==> src/rtl/toeplitz_outbuf.sv <==
// toeplitz_outbuf
//   Output stage of the Toeplitz extractor. Each L-bit block presented with a
//   qstrobe pulse is captured into a DEPTH-entry block FIFO, then streamed out as
//   L/W words of W bits, least-significant word first, on a valid/ready handshake.
//   A block arriving while the FIFO is full is dropped, unless the head block's
//   final word leaves in that same cycle.
//
// Ports
//   clk       in   clock, everything on posedge
//   reset     in   synchronous active-low reset; flushes FIFO and partial head block
//   q         in   L-bit extracted block, sampled when qstrobe=1
//   qstrobe   in   one-cycle pulse marking a new block on q
//   dout      out  current W-bit output word (registered state only)
//   dvalid    out  dout valid (FIFO not empty)
//   dready    in   consumer accepts dout this cycle
//   overflow  out  one-cycle pulse the cycle after a block was dropped
//   level     out  blocks held, including a partially sent head block
//   drop_cnt  out  saturating 16-bit dropped-block counter
//                  (only when TOEPLITZ_OUTBUF_DROPCNT_EN is defined)
//
// Build option
//   TOEPLITZ_OUTBUF_DROPCNT_EN : adds the drop_cnt port and register.

module toeplitz_outbuf #(
  parameter int L     = 128,
  parameter int W     = 32,
  parameter int DEPTH = 4
) (
  input  logic                     clk,
  input  logic                     reset,
  input  logic [L-1:0]             q,
  input  logic                     qstrobe,
  output logic [W-1:0]             dout,
  output logic                     dvalid,
  input  logic                     dready,
  output logic                     overflow,
  output logic [$clog2(DEPTH):0]   level
`ifdef TOEPLITZ_OUTBUF_DROPCNT_EN
  ,
  output logic [15:0]              drop_cnt
`endif
);

  localparam int NW = L / W;
  localparam int AW = $clog2(DEPTH);
  localparam int IW = (NW > 1) ? $clog2(NW) : 1;

  logic [L-1:0]          mem_q [DEPTH];
  logic [AW-1:0]         wr_ptr_q, rd_ptr_q;
  logic [IW-1:0]         widx_q;
  logic [AW:0]           level_q, level_d;
  logic                  ovf_q;
  logic [NW-1:0][W-1:0]  head;

  logic xfer, last, full, wr_en, drop;

  // Head block viewed as a word array; word select is driven only by registers.
  assign head   = mem_q[rd_ptr_q];
  assign dout   = head[widx_q];
  assign dvalid = (level_q != '0);

  assign xfer  = dvalid & dready;
  assign last  = xfer & (widx_q == IW'(NW - 1));
  assign full  = (level_q == (AW+1)'(DEPTH));
  // A full FIFO still takes the block if the head frees its slot this cycle.
  assign wr_en = qstrobe & (~full | last);
  assign drop  = qstrobe & full & ~last;

  assign level_d = level_q + (AW+1)'(wr_en) - (AW+1)'(last);

  assign level    = level_q;
  assign overflow = ovf_q;

  // Block storage is not reset; contents are only visible through dvalid.
  always_ff @(posedge clk) begin
    if (wr_en) mem_q[wr_ptr_q] <= q;
  end

  always_ff @(posedge clk) begin
    if (!reset) begin
      wr_ptr_q <= '0;
      rd_ptr_q <= '0;
      widx_q   <= '0;
      level_q  <= '0;
      ovf_q    <= 1'b0;
    end else begin
      if (wr_en) wr_ptr_q <= wr_ptr_q + 1'b1;
      if (last) begin
        widx_q   <= '0;
        rd_ptr_q <= rd_ptr_q + 1'b1;
      end else if (xfer) begin
        widx_q   <= widx_q + 1'b1;
      end
      level_q <= level_d;
      ovf_q   <= drop;
    end
  end

`ifdef TOEPLITZ_OUTBUF_DROPCNT_EN
  logic [15:0] drop_cnt_q;

  always_ff @(posedge clk) begin
    if (!reset)                             drop_cnt_q <= '0;
    else if (drop && drop_cnt_q != 16'hFFFF) drop_cnt_q <= drop_cnt_q + 16'd1;
  end

  assign drop_cnt = drop_cnt_q;
`endif

endmodule

==> config.mk <==
export PLATFORM = sky130hd
export DESIGN_NAME = toeplitz_outbuf
export DESIGN_NICKNAME = d
export VERILOG_FILES = /design/src/rtl/toeplitz_outbuf.sv
export SDC_FILE = /design/constraint.sdc
export NUM_CORES = 1
export LEC_CHECK = 0
export CAP_MARGIN = 20
export CELL_PAD_IN_SITES_DETAIL_PLACEMENT = 1
export CELL_PAD_IN_SITES_GLOBAL_PLACEMENT = 2
export CORE_UTILIZATION = 30
export CTS_CLUSTER_SIZE = 8
export DETAILED_ROUTE_END_ITERATION = 8
export PLACE_DENSITY = 0.59
export SETUP_SLACK_MARGIN = 0.2
export SYNTH_ARGS = -nofsm -noshare
export SYNTH_HDL_FRONTEND = slang
export SYNTH_SLANG_ARGS = --single-unit
==> constraint.sdc <==
create_clock -name clk -period 5.8 [get_ports clk]
set_clock_uncertainty 0.05 [all_clocks]
set_input_delay 1.16 -clock clk [delete_from_list [all_inputs] [get_ports clk]]
set_output_delay 1.16 -clock clk [all_outputs]
set_load 0.01 [all_outputs]
* Word-level counts from Yosys, hierarchy flattened
Memories as Yosys holds them, arrays and structs flattened. A register that Yosys moved wholly into a read port is not among the register bits.
Index checks and enable logic that the tools add are counted.
** Storage, ports and cells
- Flip-flop bits (word level) :: 10
- Bits in writable memories :: 512
- Output and inout port bits :: 37
- Word-level logic and storage cells :: 31
- Memories :: 1
** Cells by class
- Add/sub/neg operators :: 5
- Order comparisons :: 1
- Equal/unequal tests :: 2
- Multiplexer cells :: 6
- Bitwise logic cells :: 9
- Reductions and logical operators :: 2
** Memory list
- mem_q :: depth 4, width 128, read ports 1, clocked after Yosys merged registers in 1, wr ports 1, line 48 : logic [L-1:0] mem_q [DEPTH];
** Operators with widths (count)
- 32-bit binary-select mux with 2-bit select :: 1
- 32-bit two-way mux :: 1
- 2-bit by 1-bit adder with 2-bit output (second input constant) :: 3
- 1-bit bitwise AND :: 5
- 2-bit two-way mux :: 2
- 3-bit by 1-bit adder with 3-bit output :: 1
- 3-bit == test (second input constant) :: 1
- 2-bit by 3-bit < comparator with 1-bit output (second input constant) :: 1
- 1-bit inverter :: 3
- 3-bit nonzero test :: 1
- 3-bit by 1-bit subtractor with 3-bit output :: 1
- 2-bit == test (second input constant) :: 1
- 1-bit two-way mux :: 2
- 2-bit OR reduction :: 1
- 1-bit OR :: 1

* Longest topological paths before layout
Gate-level depths: netlist of run 1.
- Word-level depth :: 7
- Mapped depth :: 10
- Depth with buffers taken out :: 10

* Worst setup path before layout of run 1
Ideal clock, no wire load.
- Kind :: input port to flip-flop
- Start :: input dready
- End :: memory mem_q[0][0] (enable)
- Data arrival time :: 4.641 ns
- Setup slack :: 0.606 ns
- Stages :: 3
- Path buffers :: 0
- Path through :: nand2_1 a31oi_1 and2_1
** Between the ends
- Longest elaborated chain between the ends :: 6
** RTL lines
- start, declared :: line 35 : input logic dready,
- 1-bit bitwise AND :: line 62 : assign xfer = dvalid & dready;
- 1-bit bitwise AND :: line 63 : assign last = xfer & (widx_q == IW'(NW - 1));
- 1-bit OR :: line 66 : assign wr_en = qstrobe & (~full | last);
- 1-bit bitwise AND :: line 66
- 1-bit two-way mux :: line 76 : if (wr_en) mem_q[wr_ptr_q] <= q;
- 1-bit two-way mux (not written as such) :: line 76
- end, declared :: line 48
Every way passes these cells.

==> results.txt, run 1 <==
- In the final layout, the multi-input gates occupy 3864 sq um.
- Element type at the critical path end: output port
- Register cell area after layout: 15,620 sq um
* Sequential element share of the synthesized area: between 70 and 80%
- Maximum ir drop on the vdd rail: 0.0001859 V
* Cells on Worst Hold Path: 2
- Routed WL per cell: 23.62 microns
- In this run the remaining antenna-violating nets after routing total 0.
- Register-to-Register Path Depth: 6
* Worst Min Path Start: level[2]
- Die extent in x: between 200 and 300 microns
- After synthesis the netlist holds a flip-flop and latch count of 524.
- Count of different cell masters after synthesis: 24
- Antenna violations before repair: 2
* Final total negative setup slack: 0 ns
- Max Cap Violations: 0
- The finished layout holds a little under 2,000 standard cells, fillers aside.
* Number of nets in the finished design: 1,211
- CTS built an H-tree with a depth of 3.
- In this design, the largest share of critical-path delay is due to buffers and inverters.
- Chip Height: 258.1 microns
- Post-synthesis to final-layout area growth: 24.90%
- Initial DRC Count: about 540
- Via-to-Cell Ratio: 4.781
- For the pin with the worst max-slew slack, the measured transition is about 1.0 ns.
* Core region area: 64,580 sq um
- The first detailed-routing pass ran for 4 iterations.
- Total via count after detailed routing: 9,265
- Placer's final routability congestion estimate: 0.6796
- CTS Hold Bufs: 0
- The first global-routing pass estimated between 60 and 70 mm of wire.
- Drt drc: 0
* Cell row count: 93
- The final-report max-slew violation count was 0.
- TritonCTS built the clock tree.
- Worst hold path endpoint: overflow
* Run status: completed
- Setup repair after global routing missed its margin: false
- In the final layout, the share of cells above drive strength 1 is 22.71%.
- Relative slew margins: 31.33%
- WP data arrival: 3.31 ns
- Clock transition at the registers of the reported paths: 0.05 ns
- Final global-route overflow total: 0
* Gate count of the mapped netlist: 845
- Avg Inst Size Synth: 23.29 sq um
- Clock latency on the worst-skew pair: 0.59 ns
* Cells resized by post-CTS repair: 0
- Utilization of the core after routing: 38.06%
- After legalization and detailed placement, the total HPWL measured 26.59 mm.
* Antenna diode instance count: 0
- Final setup violation count: 0
* Number of buffers added for setup after CTS: 0
- Cell chain of the critical path: buf_4 > mux4_2 > a22oi_1 > nand2_1 > clkdlybuf4s50_1
- Class of the most critical hold timing path: flop to flop
- Entering global routing, the biggest net connects 65 pins.
- CTS saw ~520 sinks.
- Register-to-register setup slack: a little under 3 ns
- On the worst path, the slowest cell contributes a delay of 0.84 ns.
* Dpl cells: approximately 1,800
* # port buffers: 168
- Based on the critical path, the design can be clocked at up to 221.4 MHz.
- In the finished design, the share of the clock period the worst path needs comes to 77.88%.
- Num CTS Buffers: 75
- Final min period: 4.517 ns
- Critical path class: flop to output port
- Mapped Area: between 15,000 and 20,000 sq um
- Reg2Reg Capture Point: mem_q[3][97]
- For this configuration, the core starts out at a cell density of 30.47%.
* CP Buf/Inv Count: 2
- The analysis attributes to cell leakage a power of 7.659 nW.
- Filler cell count in the final layout: just over 6,000
* Reg-to-Reg Start: widx_q[1]
* Critical Path Slowest Stage Cell: dfxtp_4
* Sort of element at the start of the critical path: flop
- The tree is rooted in a clkbuf_16.
* Final wirelength: 45.78 mm
- Total nets after synthesis: around 1,000
- For this run, the number of Yosys warnings is 0.
- At the worst endpoint, the required time is 4.59 ns.
- No sink is reached through more buffers than the 3 on the longest clock path.
- The via count of the first global-routing pass came to 10,400.
- Total Routing Usage GR: 13.98%
* P per Cell Area: 396.2 nW/um^2
- Worst-path maximum fanout: 34
- The number of hold-slack violations in the final timing report came to 0.
* I/O pin cnt: around 170
- Die outline area: 66,630 sq um
## layout by cell type, fill, tap and decap left out, drive strengths merged, types with 3 or more instances in the layout
master,n
xnor2,3
dfxtp,12
nor2,3
a22oi,64
buf,25
nand2,38
nor2b,3
edfxtp,512
mux4,128
clkdlybuf4s50,168
clkbuf,81
and2,12
inv,12
clkinv,3
ha,7
## worst max-delay path by stage
stage / startpoint / to / slack (ns) / cells after the start
6_report: flop / dout[22] / 1.28 / 5
5_1_grt: flop / dout[22] / 0.99 / 5
4_1_cts: flop / dout[22] / 1.09 / 5
3_5_place_dp: flop / dout[22] / 1.76 / 5
3_3_place_gp: flop / dout[22] / 1.76 / 5
2_1_floorplan: dready / mem_q[0][0] / 0.61 / 3
## worst min-delay path, cell delays in order, from the launching register on
cell and delay [ns]:
dfxtp_1 0.36, nand3_1 0.09, nor2_1 0.04
## state kept, by name, summed over array words and instances, names as in the netlist, named ones only
register	flops
widx_q	2
rd_ptr_q	2
wr_ptr_q	2
mem_q	512
level	3
overflow	1
## cells in the mapped netlist
cell type  number  area [sq um]
dfxtp_1        12         240.2
buf_2           8         40.04
nor2_1          3         11.26
a22oi_1        64         480.5
xnor2_1         3         26.28
nand4b_1        1         8.760
mux2i_1         1         10.01
nand2_1        38         142.6
fa_1            1         20.02
mux4_2        128          2883
a31oi_1         1         6.260
buf_1           8         30.03
ha_1            7         87.58
nor2b_1         3         18.77
buf_4           9         67.56
or3_1           2         12.51
edfxtp_1      512         15370
clkbuf_1       19         71.32
nand3_1         1         5.000
o311a_1         1         10.01
and2_1         12         75.07
a21boi_0        2         15.01
inv_1           7         26.28
xor2_1          2         17.52
## per-layer routing
metal	GRT usage, %	part of all wire, %
met1	17.86	43
met4	3.731	1.5
met5	0	0.028
met3	3.200	4.4
met2	23.87	51
## cells by family (layout without fill, tap and decap cells)
group | count (synthesis) | count (layout) | share of synthesized area [%]
adder cells (fa/ha/maj) | 8 | 8 | 0.5467
multiplexers | 129 | 129 | 14.70
flip-flops | 524 | 524 | 79.34
buffers and inverters | 51 | 289 | 1.195
XOR/XNOR | 5 | 5 | 0.2226
AND/OR/NAND/NOR | 60 | 60 | 1.392
AO/OA/AOI/OAI | 68 | 68 | 2.600
## layout make-up
| class | instances | area share (%) |
|---|---|---|
| repair buffers | 193 | 8.063 |
| well taps | 855 | 4.352 |
| multi-input cells | 270 | 15.72 |
| inverters | 7 | 0.1069 |
| clock inverters | 8 | 0.4785 |
| clock buffers | 81 | 7.727 |
| flip-flops and latches | 524 | 63.55 |
## power by group
group	switching, mW	total [mW]	internal [mW]
clock	1.52	3.83	2.31
combinational	0.674	1.23	0.551
sequential	0.0878	4.69	4.60
## metrics by stage
step / instance area (sq um) / power [mW] / setup slack, ns / hold slack (ns)
4_1_cts: 24580 / 9.915 / 1.094 / 0.4976
3_3_place_gp: 22560 / 6.011 / 1.764 / 0.4876
3_5_place_dp: 22560 / 6.033 / 1.760 / 0.4883
6_report: 24580 / 9.739 / 1.283 / 0.4880
5_1_grt: 24580 / 10.13 / 0.9886 / 0.5154
2_1_floorplan: 19680 / 5.364 / 0.6063 / 0.4365
No activity file was read; power rests on OpenSTA's default activity.
==> run 2: changes to the inputs <==
==> constraint.sdc (replaced) <==
create_clock -name clk -period 4.4 [get_ports clk]
set_clock_uncertainty 0.05 [all_clocks]
set_input_delay 0.88 -clock clk [delete_from_list [all_inputs] [get_ports clk]]
set_output_delay 0.88 -clock clk [all_outputs]
set_load 0.01 [all_outputs]
==> results.txt, run 2 (synthesis results as in run 1) <==
- Cell chain of the critical path: buf_12 > buf_12 > mux4_2 > a22oi_1 > nand2_1 > clkdlybuf4s50_1
- Num CTS Buffers: 75 (unchanged)
- Final antenna-violating net count: 0 (unchanged)
- The headroom to the max-slew limit is 54.01% (+23 points).
- Die extent in x: 258.1 microns (unchanged)
- Critical path class: flop to output port
- The final HPWL from detailed placement was 26.36 mm (-0.86%).
- Setup repair after global routing left no endpoint under its margin.
- The top cell types in the final layout, fill and taps aside, are edfxtp_1 (512), clkdlybuf4s50_1 (168), mux4_2 (128).
- The remaining design rule violation count came to 0 (unchanged).
- Critical Path Slowest Stage Cell: mux4_2
* Reg2Reg Capture Point: level[2]
* Wire length of the first global-routing pass: 67.58 mm (-0.74%)
- Sort of element at the start of the critical path: flop
- Worst-path maximum fanout: 35 (+2.9%)
- Total Routing Usage GR: 13.97% (about the same)
* CTS Hold Bufs: 0 (unchanged)
* Utilization of the core after routing: 38.36% (+0.29 points)
- Period utilization: between 80% and 90%
- Number of buffers added for setup after CTS: 0 (unchanged)
* Die outline area: 66,630 sq um (unchanged)
- The floorplan row count came to 93 (unchanged).
* Cells resized by post-CTS repair: 0 (unchanged)
- The final-report max-slew violation count was 0 (unchanged).
* Initial DRC Count: 445 (-17%)
* Worst Min Path Start: level[2]
* Final wirelength: 45.75 mm (about the same)
- The number of iterations in the first detailed-routing pass is 4 (unchanged).
- WP data arrival: 2.91 ns (-0.40 ns)
* Maximum number of pins on one net before global-route repair: 59 (-9.2%)
* Reg-to-Reg Start: widx_q[1]
* Core region area: 64,580 sq um (unchanged)
* Slew at the pin closest to its max-slew limit: 0.6898 ns (-0.3377 ns)
- The share of final-layout standard cells stronger than drive strength 1 is 22.36% (-0.35 points).
- The number of buffers on the longest clock path was 3 (unchanged).
* I/O pin cnt: 169 (unchanged)
- Placer's final routability congestion estimate: 0.6714 (-1.2%)
* Leading cell type in the layout, fill and taps excluded: edfxtp_1
- The sum of overflow across all layers after global routing came to 0 (unchanged).
- Initial cell density of the core: 30.47% (unchanged)
* Number of nets in the finished design: 1,214 (+0.25%)
- Compared with the post-synthesis result, the final layout area differs by 25.86%.
* Class of the most critical hold timing path: flop to flop
* Element type at the critical path end: output port
* P per Cell Area: 521.8 nW/um^2 (+32%)
* Final setup violation count: 0 (unchanged)
- Antenna violations before repair: 5 (+3)
- Clock transition at the registers of the reported paths: 0.05 ns (about the same)
- The worst hold path stage count came to 2 (unchanged).
- The via count of the first global-routing pass came to 10,400 (-0.038%).
- The flip-flop count of the largest register after layout was 512 (unchanged).
- Clk Tree Root Cell: clkbuf_16
- The reg2reg setup slack was 1.74 ns (-1.22 ns).
* Total via count after detailed routing: 9,310 (+0.49%)
* Register with the most flip-flops: mem_q
- Hold violation count in the final report: 0 (unchanged)
* Run status: completed
- Grouping stages by cell kind, the critical path spends the most delay in buffers and inverters.
- Via-to-Cell Ratio: 4.762 (-0.39%)
- Clock tree from TritonCTS: built
- The worst hold path terminates at overflow.
- Final total negative setup slack: 0 ns (unchanged)
* Maximum ir drop on the vdd rail: 0.0002729 V (+47%)
- The number of diodes was 0 (unchanged).
- WP data required: 3.47 ns (-1.12 ns)
- Upper clock frequency limit: 260.1 MHz
- The die boundary height came to 258.1 microns (unchanged).
* Final min period: 3.844 ns
- The maximum level of the CTS H-tree is 3 (unchanged).
* Most common cell type on the critical path: buf_12
- Static leakage power: 7.706 nW (+0.61%)
- The CTS sink count came to 524 (unchanged).
* Crit-path max cell delay: 0.53 ns (-0.31 ns)
- CP Buf/Inv Count: 3 (+1)
- Register-to-Register Path Depth: 11 (+5)
- Max Cap Violations: 0 (unchanged)
- Clock latency on the worst-skew pair: 0.59 ns (about the same)
* Routed WL per cell: 23.40 microns (-0.95%)
- The number of buffer cells added on primary ports is 168 (unchanged).
-- run 2: area by class of cell --
class | count | area [sq um]
flip-flops and latches | 524 | 15620
repair buffers | 196 | 2155
clock buffers | 98 | 1963
multi-input cells | 270 | 3864
fillers | 6125 | 39810
inverters | 7 | 26.28
clock inverters | 5 | 70.07
well taps | 855 | 1070
-- run 2: per-stage QoR --
stage	cells	cell area (sq um)	total power [mW]	worst slack (ns)	hold WS (ns)
2_1_floorplan	845	19690	7.032	0.8867	0.4365
3_3_place_gp	1852	22740	7.983	1.135	0.5000
3_5_place_dp	1852	22740	8.007	1.117	0.4809
4_1_cts	1955	24770	13.18	0.4360	0.4970
5_1_grt	1955	24770	13.44	0.3332	0.5450
6_report	1955	24770	12.93	0.5558	0.4987
-- run 2: how the worst max path moves through the flow --
stage	cells after the start	end	from	slack (ns)
3_3_place_gp	6	dout[6]	flop	1.13
4_1_cts	6	dout[2]	flop	0.44
2_1_floorplan	3	mem_q[0][0]	dready	0.89
3_5_place_dp	11	level[2]	dready	1.12
6_report	6	dout[4]	flop	0.56
5_1_grt	6	dout[5]	flop	0.33
-- run 2: report_power, final --
group | switching (mW) | internal, mW | total, mW
logic | 0.906 | 0.765 | 1.67
registers | 0.115 | 6.06 | 6.17
clock network | 2.00 | 3.08 | 5.08
-- run 2: worst min-delay path, stage by stage (launching register included) --
cell     delay [ns]
dfxtp_1        0.37
nand3_1        0.10
nor2_1         0.04
-- run 2: routing by layer --
layer / up-vias / routed length, microns / share of wire, % / global-route usage [%]
met5: - / 67 / 0.15 / 0
met4: 10 / 1051 / 2.3 / 4.027
met3: 84 / 1977 / 4.3 / 3.543
met2: 194 / 23710 / 52 / 24.48
met1: 4979 / 18940 / 41 / 16.96
li1: 4043 / - / - / -
